**src/rtl/ascon_init_ctrl.sv**
```systemverilog
`timescale 1ns/1ps
// Ascon-128 initialization controller: loads IV||K||N, steps the attached Ascon-p
// datapath for 12 rounds, applies the final key XOR and hands the state off.
//
// state | meaning
// IDLE  | waiting for start; S-box LUT writes are forwarded to the permutation
// PERM  | permutation running, UROL rounds per cycle, LUT writes dropped
// DONE  | initialized state presented on x*_o, waiting for ready_i
module ascon_init_ctrl #(
    parameter int          UROL = 1,
    parameter logic [63:0] IV   = 64'h80400c0600000000
) (
    input  logic         clk,
    input  logic         rst,
    input  logic         start_i,
    output logic         start_ready_o,
    input  logic [127:0] key_i,
    input  logic [127:0] nonce_i,
    input  logic         sbox_wr_i,
    input  logic [4:0]   sbox_addr_i,
    input  logic [20:0]  sbox_data_i,
    output logic         sbox_ack_o,
    output logic         upd_sbox_o,
    output logic [4:0]   sbox_addr_o,
    output logic [20:0]  sbox_new_data_o,
    output logic [3:0]   round_cnt_o,
    output logic [63:0]  x0_o,
    output logic [63:0]  x1_o,
    output logic [63:0]  x2_o,
    output logic [63:0]  x3_o,
    output logic [63:0]  x4_o,
    input  logic [63:0]  x0_i,
    input  logic [63:0]  x1_i,
    input  logic [63:0]  x2_i,
    input  logic [63:0]  x3_i,
    input  logic [63:0]  x4_i,
    output logic         valid_o,
    input  logic         ready_i
);

    localparam logic [3:0] ROUNDS = 4'hC;
    localparam logic [3:0] STEP   = 4'(UROL);

    typedef enum logic [1:0] {IDLE, PERM, DONE} state_t;

    state_t       state, state_nxt;
    logic         start_acc;
    logic         wr_acc;
    logic         last_round;
    logic [127:0] key_q;

    assign last_round = (round_cnt_o == STEP);

    always_ff @(posedge clk or posedge rst) begin
        if (rst) state <= IDLE;
        else     state <= state_nxt;
    end

    always_comb begin
        state_nxt = state;
        case (state)
            IDLE:    if (start_i && !sbox_wr_i) state_nxt = PERM;
            PERM:    if (last_round)            state_nxt = DONE;
            DONE:    if (ready_i)               state_nxt = IDLE;
            default:                            state_nxt = IDLE;
        endcase
    end

    // A pending LUT write blocks start so the S-box is settled before a run begins.
    always_comb begin
        start_ready_o = (state == IDLE) && !sbox_wr_i;
        start_acc     = start_i && start_ready_o;
        wr_acc        = (state == IDLE) && sbox_wr_i;
        valid_o       = (state == DONE);
    end

    always_ff @(posedge clk or posedge rst) begin
        if (rst) begin
            x0_o        <= '0;
            x1_o        <= '0;
            x2_o        <= '0;
            x3_o        <= '0;
            x4_o        <= '0;
            round_cnt_o <= ROUNDS;
            key_q       <= '0;
        end else if (start_acc) begin
            x0_o        <= IV;
            x1_o        <= key_i[127:64];
            x2_o        <= key_i[63:0];
            x3_o        <= nonce_i[127:64];
            x4_o        <= nonce_i[63:0];
            round_cnt_o <= ROUNDS;
            key_q       <= key_i;
        end else if (state == PERM) begin
            x0_o <= x0_i;
            x1_o <= x1_i;
            x2_o <= x2_i;
            if (last_round) begin
                x3_o        <= x3_i ^ key_q[127:64];
                x4_o        <= x4_i ^ key_q[63:0];
                round_cnt_o <= ROUNDS;
            end else begin
                x3_o        <= x3_i;
                x4_o        <= x4_i;
                round_cnt_o <= round_cnt_o - STEP;
            end
        end
    end

    always_ff @(posedge clk or posedge rst) begin
        if (rst) begin
            upd_sbox_o      <= 1'b0;
            sbox_ack_o      <= 1'b0;
            sbox_addr_o     <= '0;
            sbox_new_data_o <= '0;
        end else begin
            upd_sbox_o <= wr_acc;
            sbox_ack_o <= wr_acc;
            if (wr_acc) begin
                sbox_addr_o     <= sbox_addr_i;
                sbox_new_data_o <= sbox_data_i;
            end
        end
    end

endmodule

```
**config.mk**
```make
export PLATFORM = sky130hd
export DESIGN_NAME = ascon_init_ctrl
export DESIGN_NICKNAME = d
export VERILOG_FILES = /design/src/rtl/ascon_init_ctrl.sv
export SDC_FILE = /design/constraint.sdc
export NUM_CORES = 1
export LEC_CHECK = 0
export CAP_MARGIN = 20
export CORE_AREA = 3 3 378 380
export DETAILED_ROUTE_END_ITERATION = 10
export DIE_AREA = 0 0 381 383
export PLACE_DENSITY = 0.33
export SLEW_MARGIN = 20
export SYNTH_ARGS = -nofsm -noshare
export SYNTH_HDL_FRONTEND = slang
export SYNTH_SLANG_ARGS = --single-unit
```
**constraint.sdc**
```tcl
create_clock -name clk -period 25 [get_ports clk]
set_input_delay 5 -clock clk [delete_from_list [all_inputs] [get_ports clk]]
set_output_delay 5 -clock clk [all_outputs]
set_load 0.02 [all_outputs]
```
==> results of run 1 <==
area by class of cell:
class	count	area (um^2)	area share
antenna	10	25.0	0.000729
inverter	3	18.8	0.000547
tap	1876	2350	0.0684
clock buffer	99	1990	0.0580
multi-input combinational	1530	7740	0.225
clock inverter	20	299	0.00871
timing repair buffer	988	9870	0.287
sequential	481	12000	0.351
layer usage:
layer | part of all wire | global-route usage | vias up
met3 | 0.073 | 0.0515 | 112
met1 | 0.41 | 0.181 | 9320
met4 | 0.018 | 0.0355 | 16
met2 | 0.50 | 0.261 | 583
li1 | - | - | 9037
met5 | 0.00099 | 0 | -
metrics by stage:
step	std cells	utilization	instance area, um^2	power [W]
global route	5001	0.246	34300	0.00430
floorplan	2168	-	20500	0.00211
global placement	4878	0.229	32000	0.00309
finish	5007	0.246	34300	0.00406
detailed placement	4878	0.229	32000	0.00309
CTS	4997	0.246	34300	0.00415
power by group through the flow:
stage                     clock network, W  logic, W  registers [W]
final                              0.00102   0.00168        0.00136
after detailed placement                 0   0.00172        0.00137
after global routing               0.00109   0.00180        0.00141
after CTS                          0.00106   0.00173        0.00136
after global placement                   0   0.00173        0.00137
after floorplan                          0  0.000444        0.00167
cell usage after synthesis:
cell type / instances / area, um^2
nand4_1: 1 / 6.26
buf_4: 12 / 90.1
xor2_1: 128 / 1120
nor3_1: 3 / 15.0
and2_1: 1 / 6.26
inv_1: 3 / 11.3
a21oi_1: 1 / 5.00
nand2b_1: 1 / 6.26
mux2_2: 26 / 293
a41oi_1: 1 / 8.76
o21bai_1: 1 / 7.51
a22oi_1: 128 / 961
nor2_1: 132 / 495
ha_1: 2 / 25.0
clkbuf_1: 27 / 101
nand3_1: 66 / 330
a31oi_1: 127 / 795
buf_1: 3 / 11.3
dfstp_2: 2 / 52.6
clkbuf_2: 11 / 55.1
o21ai_1: 82 / 410
or3_1: 1 / 6.26
o21ba_2: 1 / 10.0
nor2b_1: 2 / 12.5
nand2_1: 772 / 2900
dfrtp_1: 479 / 12000
buf_2: 101 / 505
o21ai_0: 51 / 255
nor4b_1: 1 / 8.76
nor3b_2: 1 / 12.5
o21a_1: 1 / 7.51
registers in the layout (all words and copies together) (netlist names):
signal           flops
state                2
upd_sbox_o           1
sbox_addr_o          5
x3_o                64
x1_o                64
x0_o                64
x4_o                64
key_q              128
sbox_new_data_o     21
round_cnt_o          4
x2_o                64
cells by family (layout without fill, tap and decap cells):
logic type,Yosys count,in the layout,share of synthesized area
XOR/XNOR,128,128,0.0547
AO/OA/AOI/OAI,393,393,0.120
adder cells (fa/ha/maj),2,2,0.00122
other,0,10,0
flip-flops,481,481,0.587
multiplexers,26,26,0.0143
buffers and inverters,157,1110,0.0378
AND/OR/NAND/NOR,981,981,0.185
final timing paths:
| kind | start | endpoint | slack (ns) | cells after the start |
|---|---|---|---|---|
| setup / recovery | sbox_wr_i | start_ready_o | 13.63 | 3 |
| hold / removal | x0_o[38]$_DFFE_PP0P_ | x0_o[38]$_DFFE_PP0P_ | 0.46 | 2 |
| setup reg to reg | state[1]$_DFFE_PP0P_ | x1_o[8]$_DFFE_PP0P_ | 21.51 | 6 |
| hold reg to reg | x0_o[38]$_DFFE_PP0P_ | x0_o[38]$_DFFE_PP0P_ | 0.46 | 2 |
| max in group asynchronous | rst | round_cnt_o[2]$_DFFE_PP1P_ | 16.93 | 6 |
| min in group asynchronous | rst | x3_o[57]$_DFFE_PP0P_ | 4.78 | 2 |
critical path: stages:
cell and delay, ns:
clkdlybuf4s50_1 0.50, nor3_1 0.22, clkdlybuf4s50_1 0.65
==> flow_summary.toml, run 1 <==
[worst_setup_path]
endpoint_kind = "primary output"
cp_max_fo = 4
worstSetupPathType = "in -> out"
cp-start-kind = "input pin"
cp.required_ns = 20.00
crit_arrival_ns = 6.37

[power]
pwr-share-clk = 0.251
p_int_w = 0.00248
power.switching_w = 0.00158
pwr-share-seq = 0.334
combPwrFrac = 0.415
vdd_drop_max_mv = 0.0742
leakagePower_nw = 14.3
switching_share = 0.389
powerDensity_mw_per_mm2 = 118

[synth]
synth_cell_types = 31
ys_ff_latch = 481
syn_area_per_cell_um2 = 9.46
synthCells = 2168
ys_seq_area_frac = 0.587
yosys_warnings = 0
synthesis.nets = 2777
synth_area_mm2 = 0.0205

[placement]
routabilityCongestion = 0.792
dp_slack_ns = 13.63
hpwl_mm = 83.3
portBuffers = 960

[sta]
rsz0062_at_grt = "no"
slew_headroom = 0.309
holdWs_ns = 0.464
period_minus_slack_ns = 11.37
max_freq_mhz = 87.9
tightest_slew_ns = 1.04
finalWorstSetupSlack_ns = 13.63
period_share = 0.455
fin_skew_ns = 0.0281
maxSlewViolCount = 0
tns_ns = 0
hold_viol = 0
setup_violations = 0

[cts]
ctsResizeCount = 0
postCtsHoldBufs = 0
htreeDepth = 3
post_cts_buffers = 0
worstSkewPairLatency_ns = 0.66
clk_pin_slew_worst_paths_ns = 0.05
cts_root_buf = "clkbuf_16"
cts_buffers = 69
clk_path_buf_depth = 3
clock-sinks = 481
cts_tree = "yes"

[cells_and_area]
drive_gt1_frac = 0.0532
most-common-layout-cells = "clkdlybuf4s50_1, nand2_1, dfrtp_1, nor2_1"
layout.nets = 3682
num-fill-cells = 15300
area_growth_pct = 67.4
layout_commonest_cell = "clkdlybuf4s50_1"

[floorplan]
die_area_mm2 = 0.146
coreArea_mm2 = 0.140
die_y_um = 383
rows = 137
die_w_um = 381
design.portCount = 961
initial_core_util = 0.147

[grt]
grt_usage = 0.151
grt_pass1_wl_mm = 160
grt_start_max_net_pins = 133
antenna_found_initial = 19
first_global_vias = 20100
overflow = 0

[run_status]
outcome = "completed"

[routing]
num_vias = 19100
post-route-drc-count = 0
wl_per_cell_um = 22.7
ant_nets = 0
drt_wl_total_mm = 114
drt_iter0_markers = 971
viasPerCell = 3.81
dr.pass1.iters = 4

[flow_run]
drv_cap = 0

[hold_path]
hp-class = "reg -> reg"
Power figures use the tool's default switching activity.
==> run 2, diff against run 1 <==
clock period = 11.65 ns   (was 25 ns; I/O delays follow)
==> run 2 against run 1 <==
Sequential share of layout area barely moved. Utilization barely moved. Non-clock buffer count rose by 2. Final cell count rose by 0.34%. Global-route usage rose by 0.48 points. Wire length rose by 3.2%. Worst setup slack got worse by 8.0 ns. Critical path depth did not move. Count of clock-buffer cells in the layout rose by 5. Die area did not move. Clock power rose by 110%. First-iteration DRC count fell by 1.0%. Critical endpoint unchanged.
==> flow_summary.toml, run 2 (synthesized netlist as in run 1, its figures left out) <==
[cells_and_area]
instances_no_fill = 5024
most-common-layout-cells = "clkdlybuf4s50_1, nand2_1, dfrtp_1, nor2_1"
largest-register = "key_q"
area_growth_pct = 67.2
largest_register_ffs = 128
layout_commonest_cell = "clkdlybuf4s50_1"
layout.nets = 3683
drive_gt1_frac = 0.0535
fin_util = 0.246

[placement]
hpwl_mm = 86.8
portBuffers = 960
dp_cells = 4880
routabilityCongestion = 0.799

[cts]
cts_root_buf = "clkbuf_16"
cts_tree = "yes"
ctsResizeCount = 0
postCtsHoldBufs = 0
clk_path_buf_depth = 3
clock-sinks = 481
post_cts_buffers = 0
worstSkewPairLatency_ns = 0.65
cts_buffers = 68
clk_pin_slew_worst_paths_ns = 0.05
htreeDepth = 3

[flow_run]
drv_cap = 0

[worst_setup_path]
cp.required_ns = 9.32
cp_max_fo = 4
worstSetupPathType = "in -> out"
endpoint_kind = "primary output"
cp-start-kind = "input pin"
crit_arrival_ns = 3.67

[sta]
period_share = 0.515
tightest_slew_ns = 1.09
slew_headroom = 0.272
tns_ns = 0
setup_violations = 0
rsz0062_at_grt = "no"
max_freq_mhz = 167
maxSlewViolCount = 0
period_minus_slack_ns = 6.00
hold_viol = 0
fin_skew_ns = 0.0284

[grt]
grt_pass1_wl_mm = 164
first_global_vias = 20400
overflow = 0
grt_usage = 0.156
antenna_found_initial = 31
grt_start_max_net_pins = 138

[floorplan]
rows = 137
design.portCount = 961
die_area_mm2 = 0.146
die_y_um = 383
coreArea_mm2 = 0.140
initial_core_util = 0.147
die_w_um = 381

[power]
leakagePower_nw = 14.2
powerDensity_mw_per_mm2 = 252
vdd_drop_max_mv = 0.0905

[routing]
drt_iter0_markers = 961
drt_wl_total_mm = 117
num_vias = 19300
post-route-drc-count = 0
ant_nets = 0
dr.pass1.iters = 5
viasPerCell = 3.83
wl_per_cell_um = 23.3

[run_status]
outcome = "completed"

[hold_path]
hp-class = "reg -> reg"
[run 2: cell types whose count changed in the layout (fill, tap and decap cells not counted), sizes merged]
cell	before	now
diode	10	25
clkbuf	99	104
clkinv	11	7
bufinv	5	2
clkinvlp	1	4
buf	28	30
inv	6	5
[run 2: worst paths after layout]
kind	slack, ns	cells after the start	from	endpoint
min in group asynchronous	2.03	2	rst	sbox_new_data_o[2]$_DFFE_PP0P_
setup / recovery	5.65	3	sbox_wr_i	start_ready_o
hold / removal	0.46	2	x0_o[14]$_DFFE_PP0P_	x0_o[14]$_DFFE_PP0P_
setup reg to reg	8.53	4	state[1]$_DFFE_PP0P_	x1_o[12]$_DFFE_PP0P_
max in group asynchronous	7.63	4	rst	x0_o[4]$_DFFE_PP0P_
hold reg to reg	0.46	2	x0_o[14]$_DFFE_PP0P_	x0_o[14]$_DFFE_PP0P_
[run 2: layout make-up]
cell class,count,area (um^2)
Fill cell,15300,105000
Inverter,3,15.0
Clock buffer,104,2030
Tap cell,1876,2350
Sequential cell,481,12000
Clock inverter,15,166
Antenna cell,25,62.6
Timing Repair Buffer,990,9880
Multi-Input combinational cell,1530,7740
[run 2: per-stage QoR]
stage | power, W | cell area, um^2 | hold slack [ns] | setup WS, ns
2_1_floorplan | 0.00454 | 20500 | 0.446 | 2.80
3_3_place_gp | 0.00665 | 32000 | 0.450 | 5.60
3_5_place_dp | 0.00665 | 32000 | 0.454 | 5.61
4_1_cts | 0.00885 | 34200 | 0.466 | 5.60
5_1_grt | 0.00918 | 34300 | 0.488 | 5.58
6_report | 0.00865 | 34300 | 0.463 | 5.65
[run 2: worst max-delay path: stages]
cell             delay (ns)
clkdlybuf4s50_1        0.47
nor3_1                 0.21
clkdlybuf4s50_1        0.65
[run 2: where the power goes]
| group | switching [W] | internal [W] |
|---|---|---|
| Sequential | 0.000484 | 0.00245 |
| Combinational | 0.00204 | 0.00157 |
| Clock | 0.000867 | 0.00124 |
| Total | 0.00339 | 0.00526 |
[run 2: per-layer routing]
layer,track usage,up-vias,wire length (um)
met4,0.0496,12,2620
met3,0.0542,121,8550
met2,0.266,625,58500
met5,0,-,99
li1,-,9077,-
met1,0.184,9420,47500
